--- src/rtl/pc_pkg.sv ---
// Shared constants and types for the program-counter stage.
package pc_pkg;

  localparam int unsigned PC_W = 16;
  localparam logic [PC_W-1:0] DEF_RESET_VECTOR = 16'h0000;

  typedef enum logic [1:0] {
    BOOT   = 2'd0,
    RUN    = 2'd1,
    HALTED = 2'd2
  } pc_state_e;

  typedef enum logic [2:0] {
    SEL_HOLD   = 3'd0,
    SEL_SEQ    = 3'd1,
    SEL_BRANCH = 3'd2,
    SEL_JUMP   = 3'd3,
    SEL_RET    = 3'd4
  } next_sel_e;

endpackage

--- src/rtl/ret_addr_stack.sv ---
// Circular return-address stack; a push when full overwrites the oldest entry.
module ret_addr_stack #(
  parameter int unsigned DEPTH = 4,
  parameter int unsigned W     = 16
) (
  input  logic         clk,
  input  logic         reset,
  input  logic         push,
  input  logic         pop,
  input  logic [W-1:0] push_data,
  output logic [W-1:0] top,
  output logic         empty,
  output logic         full
);

  localparam int unsigned AW = $clog2(DEPTH);
  localparam int unsigned CW = $clog2(DEPTH + 1);

  logic [W-1:0]  mem [DEPTH];
  logic [AW-1:0] ptr;
  logic [CW-1:0] count;

  // Pointer and occupancy; the pointer wraps so overwrite-on-full falls out naturally.
  always_ff @(posedge clk) begin
    if (reset) begin
      ptr   <= '0;
      count <= '0;
    end else if (push) begin
      ptr <= ptr + AW'(1);
      if (count != CW'(DEPTH)) begin
        count <= count + CW'(1);
      end
    end else if (pop && (count != '0)) begin
      ptr   <= ptr - AW'(1);
      count <= count - CW'(1);
    end
  end

  always_ff @(posedge clk) begin
    if (push) begin
      mem[ptr + AW'(1)] <= push_data;
    end
  end

  assign top   = mem[ptr];
  assign empty = (count == '0);
  assign full  = (count == CW'(DEPTH));

endmodule

--- src/rtl/pc_next_unit.sv ---
// PC register and next-PC selection for the single-cycle core.
// Optional return-address stack enabled by defining PC_NEXT_RAS_EN.
module pc_next_unit
  import pc_pkg::*;
#(
  parameter logic [PC_W-1:0] RESET_VECTOR = DEF_RESET_VECTOR,
  parameter int unsigned     RAS_DEPTH    = 4
) (
  input  logic            clk,
  input  logic            reset,
  input  logic            stall_i,
  input  logic            halt_i,
  input  logic            branch_taken_i,
  input  logic [PC_W-1:0] extended_address_i,
  input  logic            jump_i,
  input  logic [PC_W-1:0] jump_target_i,
  input  logic            call_i,
  input  logic            ret_i,
  output logic [PC_W-1:0] pc_o,
  output logic [PC_W-1:0] pc_plus1_o,
  output logic            fetch_valid_o,
  output logic            halted_o,
  output logic            ras_underflow_o
);

  if ((RAS_DEPTH < 2) || (RAS_DEPTH > 16) || ((RAS_DEPTH & (RAS_DEPTH - 1)) != 0)) begin : g_bad_ras_depth
    $error("RAS_DEPTH must be a power of two in 2..16");
  end

  pc_state_e       state_q, state_d;
  next_sel_e       sel;
  logic [PC_W-1:0] pc_q, pc_d, pc_plus1;
  logic            fetch_valid_q, halted_q;
  logic            underflow_q, underflow_d;
  logic            push_c, pop_c;

  assign pc_plus1 = pc_q + PC_W'(1);

`ifdef PC_NEXT_RAS_EN
  logic [PC_W-1:0] ras_top;
  logic            ras_empty;
  logic            ras_full_unused;

  ret_addr_stack #(
    .DEPTH (RAS_DEPTH),
    .W     (PC_W)
  ) u_ras (
    .clk       (clk),
    .reset     (reset),
    .push      (push_c),
    .pop       (pop_c),
    .push_data (pc_plus1),
    .top       (ras_top),
    .empty     (ras_empty),
    .full      (ras_full_unused)
  );
`endif

  // Next state and next-PC source, highest-priority control input wins.
  always_comb begin
    state_d     = state_q;
    sel         = SEL_HOLD;
    push_c      = 1'b0;
    pop_c       = 1'b0;
    underflow_d = 1'b0;
    case (state_q)
      BOOT: begin
        if (!stall_i) begin
          state_d = RUN;
        end
      end
      RUN: begin
        if (!stall_i) begin
          if (halt_i) begin
            state_d = HALTED;
          end else if (jump_i) begin
            sel = SEL_JUMP;
          end else if (ret_i) begin
`ifdef PC_NEXT_RAS_EN
            if (ras_empty) begin
              sel         = SEL_SEQ;
              underflow_d = 1'b1;
            end else begin
              sel   = SEL_RET;
              pop_c = 1'b1;
            end
`else
            sel = SEL_SEQ;
`endif
          end else if (call_i) begin
            sel = SEL_JUMP;
`ifdef PC_NEXT_RAS_EN
            push_c = 1'b1;
`endif
          end else if (branch_taken_i) begin
            sel = SEL_BRANCH;
          end else begin
            sel = SEL_SEQ;
          end
        end
      end
      HALTED: begin
        state_d = HALTED;
      end
      default: begin
        state_d = BOOT;
      end
    endcase
  end

  always_comb begin
    pc_d = pc_q;
    case (sel)
      SEL_SEQ:    pc_d = pc_plus1;
      SEL_BRANCH: pc_d = pc_plus1 + extended_address_i;
      SEL_JUMP:   pc_d = jump_target_i;
`ifdef PC_NEXT_RAS_EN
      SEL_RET:    pc_d = ras_top;
`endif
      default:    pc_d = pc_q;
    endcase
  end

  always_ff @(posedge clk) begin
    if (reset) begin
      state_q       <= BOOT;
      pc_q          <= RESET_VECTOR;
      fetch_valid_q <= 1'b0;
      halted_q      <= 1'b0;
      underflow_q   <= 1'b0;
    end else begin
      state_q       <= state_d;
      pc_q          <= pc_d;
      fetch_valid_q <= (state_d == RUN);
      halted_q      <= (state_d == HALTED);
      underflow_q   <= underflow_d;
    end
  end

  assign pc_o            = pc_q;
  assign pc_plus1_o      = pc_plus1;
  assign fetch_valid_o   = fetch_valid_q;
  assign halted_o        = halted_q;
  assign ras_underflow_o = underflow_q;

endmodule
--- config.mk ---
export PLATFORM = sky130hd
export DESIGN_NAME = pc_next_unit
export DESIGN_NICKNAME = d
export VERILOG_FILES = /design/src/rtl/pc_pkg.sv /design/src/rtl/ret_addr_stack.sv /design/src/rtl/pc_next_unit.sv
export SDC_FILE = /design/constraint.sdc
export NUM_CORES = 1
export LEC_CHECK = 0
export ABC_AREA = 1
export BUFFER_PORTS_ARGS = -buffer_cell sky130_fd_sc_hd__buf_2
export CAP_MARGIN = 25
export CORE_UTILIZATION = 45
export DETAILED_ROUTE_END_ITERATION = 12
export GPL_TIMING_DRIVEN = 0
export PLACE_DENSITY = 0.72
export SLEW_MARGIN = 40
export SYNTH_ARGS = -nofsm -noshare
export SYNTH_HDL_FRONTEND = slang
export SYNTH_SLANG_ARGS = --single-unit
--- constraint.sdc ---
create_clock -name clk -period 3.1 [get_ports clk]
set_clock_uncertainty 0.1 [all_clocks]
set_input_delay 0.62 -clock clk [delete_from_list [all_inputs] [get_ports clk]]
set_output_delay 0.62 -clock clk [all_outputs]
set_load 0.02 [all_outputs]
Word level (Yosys, flattened, before mapping)
Cells that the tools add are included.
{"block": "classes", "n_addsub": 2, "mul": 0, "div_mod_pow": 0, "order_cmp": 0, "n_eq_ne": 7, "n_shift": 0, "mux": 12, "bitwise_logic": 0, "reduce_logical": 2}
{"cell": "$pmux 16 s3", "n": 1}
{"cell": "$mux 2", "n": 10}
{"cell": "$add 16x1->16 const B", "n": 1}
{"cell": "$add 16x16->16", "n": 1}
{"cell": "$eq 3x2->1 const B", "n": 2}
{"cell": "$pmux 2 s3", "n": 1}
{"cell": "$eq 2x1->1 const B", "n": 2}
{"cell": "$eq 2x2->1 const B", "n": 2}
{"cell": "$eq 3x1->1 const B", "n": 1}
{"cell": "$reduce_bool 3->1", "n": 1}
{"cell": "$logic_not 2->1", "n": 1}
{"block": "word_totals", "reg_bits": 20, "latch_bits": 0, "mem_bits_rw": 0, "romBits": 0, "output_inout_bits": 35, "word_cells": 27, "mem_count": 0}

Longest topological paths before layout
{"block": "depth", "depth_word": 9, "mapped_depth": 18, "ltp_nobuf": 18}

Worst setup path before layout
OpenSTA, ideal clock, no wires.
{"block": "synth_timing", "kind": "reg-to-reg", "from": "register pc_q[1], in the netlist pc_o[1]", "to": "register pc_q[15], in the netlist pc_o[15]", "setup_ps": 70, "arrival_time_ps": 2670, "setup_slack_ps": 260, "stages_incl_launch_ff": 16, "path_buffers": 0, "synth_period_minus_slack_ps": 2840, "cell_sequence": "dfxtp_1 -> ha_1 -> nand2_1 -> inv_1 -> nand3_2 -> nor2_1 -> nand2_1 -> a21boi_1 -> ha_1 -> a21oi_1 -> nand2_1 -> a21oi_1 -> nand2_1 -> nand3_1 -> nand3_1 -> a21oi_1"}
{"block": "synth_between", "elab_chain_len": 3}
{"element": "start: declaration", "line_no": "pc_next_unit.sv:32", "rtl": "logic [PC_W-1:0] pc_q, pc_d, pc_plus1;"}
{"element": "start signal: assignment", "line_no": "pc_next_unit.sv:133", "rtl": "pc_q <= pc_d;"}
{"element": "$add 16x1->16", "line_no": "pc_next_unit.sv:37", "rtl": "assign pc_plus1 = pc_q + PC_W'(1);"}
{"element": "named net pc_plus1_o[10]", "line_no": "pc_next_unit.sv:20", "rtl": "output logic [PC_W-1:0] pc_plus1_o,"}
{"element": "$add 16x16->16", "line_no": "pc_next_unit.sv:115", "rtl": "SEL_BRANCH: pc_d = pc_plus1 + extended_address_i;"}
{"element": "$pmux 16 s3", "line_no": "pc_next_unit.sv:113", "rtl": "case (sel)"}
The timed path passes the listed nets, and every way through them passes these cells.
A chain may end at the register's enable or synchronous reset.

Worst setup path in the final report
{"block": "layout_timing", "from": "register pc_q[3], in the netlist pc_o[3]", "to": "register pc_q[14], in the netlist pc_o[14]"}
{"block": "layout_between", "elab_chain_len": 3}
{"element": "$add 16x1->16 (*)", "line_no": "pc_next_unit.sv:37"}
{"element": "$add 16x16->16", "line_no": "pc_next_unit.sv:115"}
{"element": "$pmux 16 s3 (*)", "line_no": "pc_next_unit.sv:113"}
Every way passes the cells marked *; elsewhere a longest branch is shown, timed or not.

==> metrics.md <==
| Metric | Value |
|---|---|
| CTS tree | `yes` |
| Fin. Hold Viols | `0` |
| H-tree Lvls | `1` |
| DR pass1 iterations | `4` |
| Fin Hold WS | `about 450 ps` |
| Total power | `801 µW` |
| Setup crit start kind | `flip-flop` |
| Chip width | `around 74 µm` |
| Seq/Total Area, Yosys | `0.174` |
| Worst-Skew Late Latency | `between 200 and 300 ps` |
| CTS Sinks | `20` |
| Syn Inst Count | `between 300 and 400` |
| Post-synth cell types | `41` |
| Slowest cell on the critical path | `dfxtp_1` |
| CP max FO | `7` |
| Post-CTS repair timing setup buffer count | `0` |
| Hold path startpoint | `state_q[1]` |
| Tot GR Track Use | `0.258` |
| Number of DRC markers in iteration 0 | `between 100 and 150` |
| Final setup fails | `0` |
| Critical Path AT | `roughly 2900 ps` |
| DRC viols | `0` |
| DIE AREA | `between 5000 and 6000 µm²` |
| Tightest Pin Transition | `546 ps` |
| Crit path buffers/inverters | `0` |
| Post-synth EDFFs | `0` |
| FF-to-FF End | `pc_o[14]` |
| Fin crit share | `0.893` |
| Drt via density | `between 5 and 6` |
| VDD IR max | `around 0.14 mV` |
| Number of global-route vias before repair | `about 2500` |
| Starting density of the core | `0.478` |
| Peak Freq | `361 MHz` |
| Max Slew Vio Count | `0` |
| Global route total overflow | `0` |
| Worst path required time | `about 3200 ps` |
| Mean Syn Cell Area | `between 6 and 7 µm²` |
| Mapped cell area | `between 2000 and 2500 µm²` |
| Largest net degree at the start of global routing | `13` |
| Nets | `about 510` |
| CP Capture Type | `flip-flop` |
| Port Buffers | `73` |
| Syn. warnings | `0` |
| Initial antenna violation count | `0` |
| Post-cts gate resize count | `0` |
| CTS Buf Count | `3` |
| Diodes inserted | `0` |
| Ys flop type | `dfxtp_1` |
| Critical path's top delay family | `simple AND/OR/NAND/NOR gates` |
| Worst Hold Depth | `2` |
| Chip height | `roughly 74 µm` |
| Worst Hold Class | `flip-flop to flip-flop` |
| Status | `complete, no violations` |
| Share of cells above drive strength 1 | `0.255` |
| RSZ-0062 raised after global routing | `no` |
| R2R setup slack | `about 330 ps` |
| Final ANT Viol Nets | `0` |
| Root Driver | `clkbuf_8` |
| Hold path endpoint | `state_q[1]` |
| Wire length per cell | `roughly 13 µm` |
| Ys async rst share | `0` |
| Max cap viols | `0` |
| GPL Wtd Cong | `approximately 0.86` |
| Reg2reg path depth | `13` |
| Dpl ws | `between 300 and 400 ps` |
| Static Leak | `approximately 1.5 nW` |
| Drt total wl | `6.51 mm` |
| Seq cells post-synth | `20` |
| PD cells | `283 nW/µm²` |
| Area added between synthesis and finish | `22.8%` |
| CP peak stage delay | `470 ps` |
| Hold buffer count at cts | `0` |
| Vias | `about 2700` |
| I/O pin count | `75` |
| Critical path type | `flip-flop to flip-flop` |
| Reg2Reg Launch Point | `pc_o[3]` |
| Setup crit start | `pc_o[3]` |
| Core Area | `about 4800 µm²` |
| CTS clock-pin slew for the worst setup and hold paths | `80 ps` |
| Rows | `25` |
| Synthesized net count | `429` |
| Worst path cell trace | `nand2_2 > nor2_2 > nand2_2 > nor2_4 > xor2_1 > ha_1 > a21oi_1 > o21ai_0 > a21oi_1 > nand2_1 > nand2_1 > nand3_1 > a21oi_1` |
| Max clock buf depth | `2` |
| Detailed placement HPWL | `5.39 mm` |
| Setup_tns | `0 ps` |
| Final Critical Period | `roughly 2800 ps` |
| Cell mode on critical path | `a21oi_1` |
| Fin worst setup slack | `331 ps` |
| First-pass GRT wire length | `roughly 11 mm` |
| Relative slew slack | `0.636` |
worst max-delay path by stage:
stage	end	slack, ps	cells after the start
3_3_place_gp	pc_o[15]	380	15
2_1_floorplan	pc_o[15]	260	15
3_5_place_dp	pc_o[15]	350	16
5_1_grt	pc_o[15]	50	17
6_report	pc_o[14]	330	13
4_1_cts	pc_o[13]	310	15
sequential cells by signal, summed over array words and instances, names as in the netlist:
register and count:
pc_o 16, state_q 2, halted_o 1, fetch_valid_o 1
stage by stage:
stage	instance area (µm²)	utilization	std cells
after floorplan	2300	-	370
final	2830	0.586	514
after CTS	2820	0.586	514
after global routing	2830	0.586	514
after detailed placement	2750	0.571	510
after global placement	2750	0.571	510
placed cells by master, fill, tap and decap left out, drive strengths merged:
| cell type | instances |
|---|---|
| dfxtp | 20 |
| nand4 | 5 |
| a21oi | 29 |
| bufinv | 1 |
| nand3 | 36 |
| a21boi | 1 |
| inv | 48 |
| clkbuf | 5 |
| nor3 | 3 |
| nor2 | 31 |
| a31oi | 11 |
| nand2 | 105 |
| ha | 18 |
| conb | 1 |
| and3 | 2 |
| xor2 | 4 |
| buf | 79 |
| xnor2 | 3 |
| o211ai | 2 |
| or2 | 6 |
| a21o | 1 |
| nor3b | 1 |
| and2 | 2 |
| o21bai | 3 |
| fa | 1 |
| nand3b | 6 |
| o21ai | 23 |
Yosys cell counts (2+ instances only):
library cell | instances | share of area
o211ai_1 | 2 | 0.0065
inv_1 | 48 | 0.078
clkbuf_1 | 2 | 0.0033
a21oi_2 | 7 | 0.027
dfxtp_1 | 20 | 0.17
nor2_4 | 3 | 0.015
nand3b_1 | 6 | 0.020
a31oi_1 | 10 | 0.027
nand2_1 | 99 | 0.16
o21ai_0 | 21 | 0.046
nand2_2 | 5 | 0.014
a21oi_1 | 22 | 0.048
nor3_1 | 2 | 0.0044
xor2_1 | 4 | 0.015
xnor2_1 | 2 | 0.0076
o21bai_1 | 3 | 0.0098
buf_6 | 2 | 0.0098
nor2_1 | 27 | 0.044
nand3_1 | 35 | 0.076
ha_1 | 18 | 0.098
buf_4 | 2 | 0.0065
or2_2 | 6 | 0.016
nand4_1 | 5 | 0.014
and3_1 | 2 | 0.0054
power by group:
group	total [mW]	internal (mW)	leakage [nW]	switching [mW]
Clock	0.266	0.173	0.0357	0.0932
Combinational	0.250	0.0969	1.30	0.153
Sequential	0.285	0.269	0.163	0.0153
kinds of logic (layout without fill, tap and decap cells):
kind of cell             Yosys count  after routing  synth area share
AO/OA/AOI/OAI                     70             70             0.182
XOR/XNOR                           7              7            0.0299
AND/OR/NAND/NOR                  197            197             0.400
buffers and inverters             56            133             0.107
adder cells (fa/ha/maj)           19             19             0.107
flip-flops                        20             20             0.174
other                              1              1           0.00163
worst min-delay path: stages, from the launching register on:
cell	delay, ps
dfxtp_1	320
nand2_1	70
and3_1	140
layer usage:
layer,track usage,vias to the layer above,routed length [µm]
met5,0,-,0
met4,0.0812,0,93
met3,0.0274,11,354
met2,0.458,67,3140
met1,0.324,1208,2930
li1,-,1373,-
cell type report:
class	instances	area [µm²]
fillers	504	1990
clock buffers	3	41.3
inverters	48	180
plain buffers	8	65.1
repair buffers	73	365
multi-input cells	294	1660
well taps	67	83.8
flip-flops and latches	20	400
clock inverters	1	30.0
Note: power is estimated with default switching activity, not from simulation.
